==> src/rtl/intpol2_pkg.sv <==
// intpol2_pkg: shared sizing defaults for the interpolator datapath and its output FIFO
package intpol2_pkg;
    localparam int DEF_DATA_WIDTH   = 32;
    localparam int DEF_ADDR_WIDTH   = 4;
    localparam int DEF_AFULL_MARGIN = 4;
endpackage

==> src/rtl/intpol2_fifo_ram.sv <==
// intpol2_fifo_ram: simple dual-port RAM, synchronous write and read, no reset
module intpol2_fifo_ram #(
    parameter int DW = 32,
    parameter int AW = 4
) (
    input  logic          clk,
    input  logic          we_i,
    input  logic [AW-1:0] waddr_i,
    input  logic [DW-1:0] wdata_i,
    input  logic          re_i,
    input  logic [AW-1:0] raddr_i,
    output logic [DW-1:0] rdata_o
);
    logic [DW-1:0] mem_q [2**AW];
    // same-address write and read in one cycle returns the old word
    always_ff @(posedge clk) begin
        if (we_i) mem_q[waddr_i] <= wdata_i;
        if (re_i) rdata_o <= mem_q[raddr_i];
    end
endmodule

==> src/rtl/intpol2_out_fifo.sv <==
// intpol2_out_fifo: output sample FIFO between interpolator and downstream consumer
module intpol2_out_fifo
    import intpol2_pkg::*;
#(
    parameter int DATA_WIDTH   = DEF_DATA_WIDTH,
    parameter int ADDR_WIDTH   = DEF_ADDR_WIDTH,
    parameter int AFULL_MARGIN = DEF_AFULL_MARGIN
) (
    input  logic                  clk,
    input  logic                  rstn,
    input  logic                  clear,
    input  logic                  Write_Enable,
    input  logic [DATA_WIDTH-1:0] wdata,
    input  logic                  Read_Enable,
    output logic [DATA_WIDTH-1:0] rdata,
    output logic                  rvalid,
    output logic                  Empty,
    output logic                  Full,
    output logic                  Afull,
    output logic [ADDR_WIDTH:0]   count,
    output logic                  overflow,
    output logic                  underflow
);
    localparam int DEPTH = 2 ** ADDR_WIDTH;
    localparam logic [ADDR_WIDTH:0] FULL_LVL  = (ADDR_WIDTH+1)'(DEPTH);
    localparam logic [ADDR_WIDTH:0] AFULL_LVL = (ADDR_WIDTH+1)'(DEPTH - AFULL_MARGIN);
    logic [ADDR_WIDTH-1:0] wr_ptr_q, wr_ptr_d, rd_ptr_q, rd_ptr_d;
    logic [ADDR_WIDTH:0]   count_q, count_d;
    logic                  rvalid_q, rvalid_d, ovf_q, ovf_d, udf_q, udf_d;
    logic [DATA_WIDTH-1:0] rdata_q, ram_rdata;
    logic                  wr_ok, rd_ok;
    assign Empty     = count_q == '0;
    assign Full      = count_q == FULL_LVL;
    assign Afull     = count_q >= AFULL_LVL;
    assign count     = count_q;
    assign rvalid    = rvalid_q;
    assign overflow  = ovf_q;
    assign underflow = udf_q;
    // rdata shows the RAM output only in the cycle after a read, otherwise the held word
    assign rdata     = rvalid_q ? ram_rdata : rdata_q;
    // accept/reject decisions and next state; a read frees a slot for a write when full
    always_comb begin
        rd_ok    = Read_Enable && !clear && !Empty;
        wr_ok    = Write_Enable && !clear && (!Full || rd_ok);
        wr_ptr_d = clear ? '0 : wr_ok ? wr_ptr_q + 1'b1 : wr_ptr_q;
        rd_ptr_d = clear ? '0 : rd_ok ? rd_ptr_q + 1'b1 : rd_ptr_q;
        count_d  = clear ? '0 : (wr_ok && !rd_ok) ? count_q + 1'b1 :
                   (rd_ok && !wr_ok) ? count_q - 1'b1 : count_q;
        rvalid_d = rd_ok;
        ovf_d    = !clear && (ovf_q || (Write_Enable && !wr_ok));
        udf_d    = !clear && (udf_q || (Read_Enable && Empty));
    end
    // control state with asynchronous active-low reset
    always_ff @(posedge clk or negedge rstn) begin
        if (!rstn) begin
            wr_ptr_q <= '0;
            rd_ptr_q <= '0;
            count_q  <= '0;
            rvalid_q <= 1'b0;
            ovf_q    <= 1'b0;
            udf_q    <= 1'b0;
            rdata_q  <= '0;
        end else begin
            wr_ptr_q <= wr_ptr_d;
            rd_ptr_q <= rd_ptr_d;
            count_q  <= count_d;
            rvalid_q <= rvalid_d;
            ovf_q    <= ovf_d;
            udf_q    <= udf_d;
            rdata_q  <= rdata;
        end
    end
    intpol2_fifo_ram #(.DW(DATA_WIDTH), .AW(ADDR_WIDTH)) u_ram (
        .clk     (clk),
        .we_i    (wr_ok),
        .waddr_i (wr_ptr_q),
        .wdata_i (wdata),
        .re_i    (rd_ok),
        .raddr_i (rd_ptr_q),
        .rdata_o (ram_rdata)
    );
endmodule

==> config.mk <==
export PLATFORM = sky130hd
export DESIGN_NAME = intpol2_out_fifo
export DESIGN_NICKNAME = d
export VERILOG_FILES = /design/src/rtl/intpol2_pkg.sv /design/src/rtl/intpol2_fifo_ram.sv /design/src/rtl/intpol2_out_fifo.sv
export SDC_FILE = /design/constraint.sdc
export NUM_CORES = 1
export LEC_CHECK = 0
export CORE_MARGIN = 5
export CORE_UTILIZATION = 25
export DETAILED_ROUTE_END_ITERATION = 6
export HOLD_SLACK_MARGIN = 0.06
export PLACE_DENSITY_LB_ADDON = 0.3
export SLEW_MARGIN = 20
export SYNTH_ARGS = -nofsm -noshare
export SYNTH_HDL_FRONTEND = slang
export SYNTH_HIERARCHICAL = 1
export SYNTH_SLANG_ARGS = --single-unit
==> constraint.sdc <==
create_clock -name clk -period 6.3 [get_ports clk]
set_input_delay 1.89 -clock clk [delete_from_list [all_inputs] [get_ports clk]]
set_output_delay 1.89 -clock clk [all_outputs]
set_load 0.1 [all_outputs]
# ---- After elaboration in Yosys (flattened, before gate mapping)
# Memory sizes are Yosys's and may differ from the RTL's. A register that Yosys moved wholly into a read port is not among the register bits.
# Index checks and enable logic that the tools add are counted.
dict set report word_totals {
  n_memories 1
  latchBits 0
  regBits 48
  out_inout_bits 43
  rom_bits 0
  input_bits 37
  mem_bits_rw 512
}
dict set report classes {
  magnitude_cmp 1
  n_shift 0
  n_div 0
  bitwise 0
  n_mux 10
  add_sub_neg 4
  n_eq_ne 1
  reduce_logical 22
  multipliers 0
}
# name depth width read_ports rd_ports_with_merged_regs wr line
set mem_list {}
lappend mem_list {u_ram.mem_q 16 32 1 1 1 intpol2_fifo_ram.sv:14} ;# logic [DW-1:0] mem_q [2**AW];
# operator count
set op_table {}
lappend op_table {{two-way mux 32 bit} 1}
lappend op_table {{two-way mux 4 bit} 4}
lappend op_table {{two-way mux 5 bit} 3}
lappend op_table {{logical AND 1 bit} 10}
lappend op_table {{adder 4 x 1 -> 4 bit, second input constant} 2}
lappend op_table {{adder 5 x 1 -> 5 bit, second input constant} 1}
lappend op_table {{equality test 5 bit, second input constant} 1}
lappend op_table {{>= comparator 5 x 4 -> 1 bit, second input constant} 1}
lappend op_table {{zero test 1 bit} 5}
lappend op_table {{zero test 5 bit} 1}
lappend op_table {{subtractor 5 x 1 -> 5 bit, second input constant} 1}
lappend op_table {{nonzero test 2 bit} 2}
lappend op_table {{logical OR 1 bit} 3}
lappend op_table {{nonzero test 3 bit} 1}
lappend op_table {{two-way mux 1 bit} 2}

# ---- Depth between registers and ports, before layout
# Gate-level depths: netlist (run 1).
dict set report logic_depth {
  ltp_word 10
  depth_mapped 10
}

# ---- Hierarchy
# The synthesis (run 1) kept the hierarchy.
# module cells_per_inst area_each_um2 instances
set by_module_without_submodules {}
lappend by_module_without_submodules {intpol2_fifo_ram 838 20174.3 1}
lappend by_module_without_submodules {intpol2_out_fifo 170 2170.8 1}

# ---- Worst setup path before layout (run 1)
# OpenSTA, ideal clock, no wires.
dict set report synth_path {
  path_type {input-to-reg}
  from {in Write_Enable}
  to {mem u_ram.mem_q[0][0], enable pin}
  required_ns 5.839
  arrival_ns 5.254
  setup_time_ns 0.461
  n_path_buf 1
  path_slack_ns 0.585
  cell_stages 5
  cell_sequence {clkbuf_1 -> o311ai_4 -> inv_1 -> or3b_2 -> nor3_1}
}
dict set report synth_via {
  elab_chain_len 4
}
# element line
set synth_lines {}
lappend synth_lines {{start, declared} intpol2_out_fifo.sv:12} ;# input logic Write_Enable,
lappend synth_lines {{logical AND 1 bit (2 in a row)} intpol2_out_fifo.sv:44} ;# wr_ok = Write_Enable && !clear && (!Full || rd_ok);
lappend synth_lines {{named net wr_ok} intpol2_out_fifo.sv:31} ;# logic wr_ok, rd_ok;
lappend synth_lines {{two-way mux 1 bit} intpol2_fifo_ram.sv:17} ;# if (we_i) mem_q[waddr_i] <= wdata_i;
lappend synth_lines {{two-way mux 1 bit (implied by the code)} intpol2_fifo_ram.sv:17}
lappend synth_lines {{end, declared} intpol2_fifo_ram.sv:14}
# The timed path passes the listed nets, and every way through them passes these cells.

# ---- Worst setup path after layout (run 1)
dict set report layout_path {
  from {reg count_q[1], in the netlist count[1]}
  to {out Full}
}
dict set report layout_via {
  elab_chain_len 1
}
# element line
set layout_lines {}
lappend layout_lines {{start, declared} intpol2_out_fifo.sv:28} ;# logic [ADDR_WIDTH:0] count_q, count_d;
lappend layout_lines {{start signal, assigned} intpol2_out_fifo.sv:66} ;# count_q <= count_d;
lappend layout_lines {{equality test 5 bit} intpol2_out_fifo.sv:33} ;# assign Full = count_q == FULL_LVL;
lappend layout_lines {{end, declared} intpol2_out_fifo.sv:18} ;# output logic Full,
# Every way passes these cells.

==> flow_summary_export.csv, run 1 <==
group,metric,value,unit
grt,grt_usage,0.109,
detailed_routing,wirelength,52300,µm
timing,slew_headroom,0.342,
timing,tightestPinTransition,0.983,ns
die,io_pins,80,
detailed_routing,viasPerCell,4.44,
pwr,power_density,412,nW/µm²
cts,clkTransAtPathRegs,0.05,ns
synth,synth_seq_cells,592,
timing,setup_tns,0,ns
synth,synth_area_leaders,"edfxtp_1 73%, mux4_2 13%, dfrtp_1 5.4%, a22oi_1 2.2%, mux2_2 1.8%",
worst_setup_path,start_kind,"register",
synth,ys_warn_count,6,
timing,rsz0062_at_grt,"false",
grt,grt_pass1_vias,11100,
timing,slew_viol_final,0,
detailed_routing,drtIter0Drc,698,
timing,fmax,202,MHz
die,core,88500,µm²
grt,overflow,0,
timing,clock_skew,0.0174,ns
pwr,p_leak,8.29,nW
placed_design,gp_congestion,0.663,
synth,netlist_area,22300,µm²
cts,clk_latency,0.60,ns
synth,synth_edf_count,544,
cts,postCtsSetupBuffers,0,
worst_setup_path,crit_chain,"or4_4, nor2_1, clkdlybuf4s50_1",
placed_design,port_buffers,79,
synth,yosys_most_used_dff,"edfxtp_1",
cts,cts_resized,0,
grt,antenna_found_initial,4,
cells_and_area,drive_above_1_share,0.265,
synth,synth_area_leader_cell,"edfxtp_1",
synth,synth_top_cells_by_count,"544 x edfxtp_1, 128 x mux4_2, 64 x a22oi_1",
pwr,p_total,11.1,mW
worst_setup_path,worstSetupEndpointType,"primary output",
cts,clock-sinks,592,
cts,clockRootBuffer,"clkbuf_16",
synth,syn_inst,1008,
outcome,status,"completed",
grt,grt_pass1_wl,76900,µm
flow_run,cap_violations,0,
timing,hold_viol_final,0,
cts,tritoncts,"yes",
pwr,vdd_ir_drop_max,0.473,mV
synth,ys_types,44,
detailed_routing,drc_errors,0,
worst_setup_path,slowest_stage,"clkdlybuf4s50_1",
synth,yosysSeqAreaShare,0.785,
worst_setup_path,rr_startpoint,"count[1]$_DFFE_PN0P_",
cts,cts_max_level,3,
die,dieArea,95500,µm²
die,die_y,309,µm
detailed_routing,dr.pass1.iters,5,
timing,layout_min_cycle_time,4.94,ns
synth,synth_top_area_frac,0.731,
cells_and_area,areaGrowthSynthToFinish,20.1,%
cts,cts-buffers-inserted,68,
grt,grt_start_max_net_pins,59,
die,die_width,309,µm
worst_setup_path,critPathArrivalTime,3.05,ns
detailed_routing,ant_nets,0,
cts,clockBufferDepth,3,
die,rows,109,
detailed_routing,via_count,10400,
synth,async_reset_ff_frac,0.0811,
timing,post-route-period-util,0.784,
worst_setup_path,path_buf_inv,1,
worst_setup_path,startpoint,"count[1]$_DFFE_PN0P_",
timing,whs,0.493,ns
synth,synth_nets,1052,
worst_setup_path,crit_family,"buffers and inverters",
synth,syn_area_per_cell,22.2,µm²
synth,yosysMostFrequentCell,"edfxtp_1",
timing,final_critical_path_setup_slack,1.36,ns
worst_setup_path,critPathMaxFanout,9,
worst_setup_path,crit_required,4.41,ns
hold_path,min_path_type,"reg -> reg",
worst_setup_path,critPathMaxStageDelay,1.17,ns
timing,setup_viol,0,
cts,holdBufCountCts,0,
placed_design,dpl_worst_slack,1.56,ns
detailed_routing,wl_per_cell,22.3,µm
placed_design,dpl.hpwl,28000,µm
hold_path,worstHoldStart,"underflow$_DFF_PN0_",
cells_and_area,fin_nets,1178,
worst_setup_path,crit_type,"reg -> out",
die,start_util,0.252,
==> where the power goes <==
group	switching, mW	internal [mW]
Clock	1.54	2.13
Sequential	0.202	4.53
Combinational	1.73	0.938
==> metal layers <==
metal	vias to the layer above	GRT usage	part of all wire
met5	-	0	0
li1	4468	-	-
met4	0	0.0306	0.022
met3	77	0.0215	0.041
met1	5662	0.152	0.47
met2	229	0.175	0.47
==> cells in the final DEF (no fill, tap or decap), types with 7 or more instances in the layout <==
cell and n:
clkdlybuf4s50_1 78, clkinv_2 9, clkinv_1 11, a22oi_1 64, nor2_1 12, mux2_2 35
nand2_1 39, buf_12 7, nor2_4 14, edfxtp_1 544, dfrtp_1 45, a21oi_1 7
buf_4 22, clkbuf_1 19, mux4_2 128, clkbuf_16 70
==> cell type report <==
cell class                      count  area (µm²)
Antenna cell                        1        2.50
Clock buffer                       89        1820
Clock inverter                     30         224
Fill cell                        8431       61700
Inverter                            6        22.5
Multi-Input combinational cell    358        4660
Sequential cell                   592       17500
Tap cell                         1165        1460
Timing Repair Buffer              108        1090
==> per-stage QoR <==
| step | area [µm²] | util | cells |
|---|---|---|---|
| final | 26800 | 0.303 | 2349 |
| after global routing | 26800 | 0.303 | 2348 |
| after CTS | 26800 | 0.303 | 2348 |
| after detailed placement | 24800 | 0.280 | 2229 |
| after global placement | 24800 | 0.280 | 2229 |
| after floorplan | 22300 | - | 1008 |
==> tightest hold or removal path, stage by stage (launching register included) <==
cell and delay (ns):
dfrtp_1 0.34, a21oi_1 0.04, nor2_1 0.07
==> sequential cells by signal (all words and copies together) (netlist names) <==
register	flops
count	5
overflow	1
rd_ptr_q	4
rdata_q	32
rvalid	1
u_ram/mem_q	512
u_ram/rdata_o	32
underflow	1
wr_ptr_q	4
==> worst paths after layout <==
check | endpoint | slack [ns] | depth (start not counted)
max | Full | 1.36 | 3
min | underflow$_DFF_PN0_ | 0.49 | 2
max reg2reg | count[4]$_DFFE_PN0P_ | 3.06 | 9
min reg2reg | underflow$_DFF_PN0_ | 0.49 | 2
max in group asynchronous | rvalid$_DFF_PN0_ | 4.16 | 2
min in group asynchronous | count[2]$_DFFE_PN0P_ | 1.49 | 2
==> kinds of logic (layout without fill, tap and decap cells) <==
logic type / Yosys count / in the layout / share of synthesized area
AOI/OAI and AO/OA: 87 / 87 / 0.0291
xor gates and xnor gates: 6 / 6 / 0.00235
adders and majority gates: 7 / 7 / 0.00426
buffers and inverters: 58 / 233 / 0.0128
DFF: 592 / 592 / 0.785
muxes: 165 / 165 / 0.148
other: 0 / 1 / 0
and+or+nand+nor: 93 / 93 / 0.0191
No activity file was read; power rests on OpenSTA's default activity.
==> inputs of run 2 (changes only) <==
==> constraint.sdc (replaced) <==
create_clock -name clk -period 4.65 [get_ports clk]
set_input_delay 1.395 -clock clk [delete_from_list [all_inputs] [get_ports clk]]
set_output_delay 1.395 -clock clk [all_outputs]
set_load 0.1 [all_outputs]
==> run 2 against run 1 <==
Effect of this change: wire length shrank 2.3%; critical path depth is the same; final cell count grew 0.38%; core utilization grew 0.24 points; worst setup slack lost 0.65 ns; non-clock buffer count grew 14; largest cell class unchanged; largest power group unchanged.
==> flow_summary_export.csv, run 2 (same netlist as run 1, synthesis figures left out) <==
group,metric,value,unit
placed_design,gp_congestion,0.740,
timing,rsz0062_at_grt,"false",
grt,overflow,0,
worst_setup_path,critPathMaxFanout,8,
timing,setup_viol,0,
worst_setup_path,worstSetupEndpointType,"primary output",
timing,layout_min_cycle_time,3.94,ns
die,core,88500,µm²
cts,cts_resized,0,
cells_and_area,top_register,"u_ram/mem_q",
cells_and_area,layout_common_cells,"544 x edfxtp_1, 128 x mux4_2, 68 x clkbuf_16, 68 x buf_4, 64 x a22oi_1",
timing,post-route-period-util,0.847,
timing,slew_headroom,0.240,
worst_setup_path,critPathMaxStageDelay,1.13,ns
pwr,vdd_ir_drop_max,0.428,mV
cells_and_area,fin_nets,1190,
worst_setup_path,critPathArrivalTime,2.54,ns
cells_and_area,reg_top3,"u_ram/mem_q: 512 flops, rdata_q: 32 flops, u_ram/rdata_o: 32 flops",
detailed_routing,wirelength,51100,µm
worst_setup_path,crit_type,"reg -> out",
grt,grt_start_max_net_pins,43,
grt,grt_pass1_vias,11100,
cts,cts_max_level,3,
worst_setup_path,crit_family,"buffers and inverters",
timing,hold_viol_final,0,
outcome,status,"completed",
hold_path,worstHoldStart,"rdata_q[2]$_DFF_PN0_",
detailed_routing,ant_nets,0,
detailed_routing,drc_errors,0,
timing,clock_skew,0.0242,ns
timing,fmax,254,MHz
flow_run,cap_violations,0,
placed_design,port_buffers,79,
detailed_routing,viasPerCell,4.43,
pwr,power_density,566,nW/µm²
die,start_util,0.252,
cts,cts-buffers-inserted,66,
pwr,p_leak,8.47,nW
cells_and_area,largest_reg_flops,512,
grt,grt_pass1_wl,75900,µm
cells_and_area,drive_above_1_share,0.307,
timing,tightestPinTransition,1.14,ns
grt,grt_usage,0.107,
hold_path,min_path_cells,1,
cells_and_area,fin_area,27000,µm²
cells_and_area,diodes,0,
grt,antenna_found_initial,2,
die,die_y,309,µm
timing,setup_tns,0,ns
cts,clkTransAtPathRegs,0.06,ns
cells_and_area,final_common_cell,"edfxtp_1",
cts,holdBufCountCts,0,
cts,clockBufferDepth,3,
worst_setup_path,crit_chain,"inv_1, nand2_1, clkdlybuf4s50_1",
cts,postCtsSetupBuffers,0,
die,io_pins,80,
hold_path,min_path_type,"reg -> reg",
worst_setup_path,slowest_stage,"clkdlybuf4s50_1",
detailed_routing,dr.pass1.iters,5,
cts,clk_latency,0.59,ns
worst_setup_path,reg2reg_depth,9,
detailed_routing,m1WireLength,23900,µm
worst_setup_path,start_kind,"register",
cts,tritoncts,"yes",
worst_setup_path,path_buf_inv,2,
timing,slew_viol_final,0,
cts,clockRootBuffer,"clkbuf_16",
worst_setup_path,rr_startpoint,"count[1]$_DFFE_PN0P_",
die,dieArea,95500,µm²
hold_path,hold_end,"rdata_q[2]$_DFF_PN0_",
cells_and_area,areaGrowthSynthToFinish,21.0,%
die,die_width,309,µm
detailed_routing,wl_met3,2280,µm
detailed_routing,via_count,10400,
detailed_routing,dr.max_layer_used,"met4",
detailed_routing,wl_met2,24000,µm
worst_setup_path,crit_required,3.25,ns
placed_design,dpl.hpwl,29900,µm
worst_setup_path,reg2reg_to,"count[4]$_DFFE_PN0P_",
die,rows,109,
detailed_routing,drtIter0Drc,841,
cells_and_area,final_util,0.306,
worst_setup_path,ff2ff_setup_slack,1.36,ns
placed_design,place_area,24800,µm²
detailed_routing,wl_per_cell,21.7,µm
cts,clock-sinks,592,
==> run 2: worst register-to-register path, stage by stage, from the launching register on <==
cell and delay (ns):
dfrtp_1 0.46, or4_4 0.65, o311ai_4 0.32, inv_1 0.24, o21ai_0 0.32, ha_1 0.39, a21oi_1 0.25, nand2_1 0.11
a211o_1 0.29, a31oi_1 0.17
==> run 2: cell type report <==
type	instances	area (µm²)
sequential	592	17500
timing repair buffer	122	1140
fill	8466	61500
tap	1165	1460
multi-input combinational	358	4690
inverter	6	22.5
clock inverter	37	415
clock buffer	78	1770
==> run 2: routing by layer <==
layer	vias up	track usage
li1	4492	-
met1	5640	0.153
met2	242	0.167
met3	70	0.0233
met4	0	0.0255
met5	-	0
==> run 2: worst max path at each step <==
| stage | to | cells after the start | startpoint |
|---|---|---|---|
| floorplan | u_ram/mem_q[1][0]$_DFFE_PP_ | 5 | Write_Enable |
| global placement | count[4]$_DFFE_PN0P_ | 9 | Write_Enable |
| detailed placement | count[4]$_DFFE_PN0P_ | 9 | Write_Enable |
| CTS | Afull | 3 | count[4]$_DFFE_PN0P_ |
| global route | Afull | 3 | count[4]$_DFFE_PN0P_ |
| finish | Afull | 3 | count[4]$_DFFE_PN0P_ |
==> run 2: stage by stage <==
step                      power (mW)  instances  worst slack (ns)  hold WS (ns)
after global routing            16.0       2358             0.570         0.511
after floorplan                 9.29       1008             0.302         0.553
final                           15.3       2358             0.711         0.498
after global placement          10.2       2242             0.463         0.479
after detailed placement        10.2       2242             0.403         0.480
after CTS                       15.6       2357             0.660         0.499
==> run 2: power breakdown <==
part	switching (mW)	internal [mW]
clock	2.03	3.21
combinational	2.45	1.26
sequential	0.220	6.13
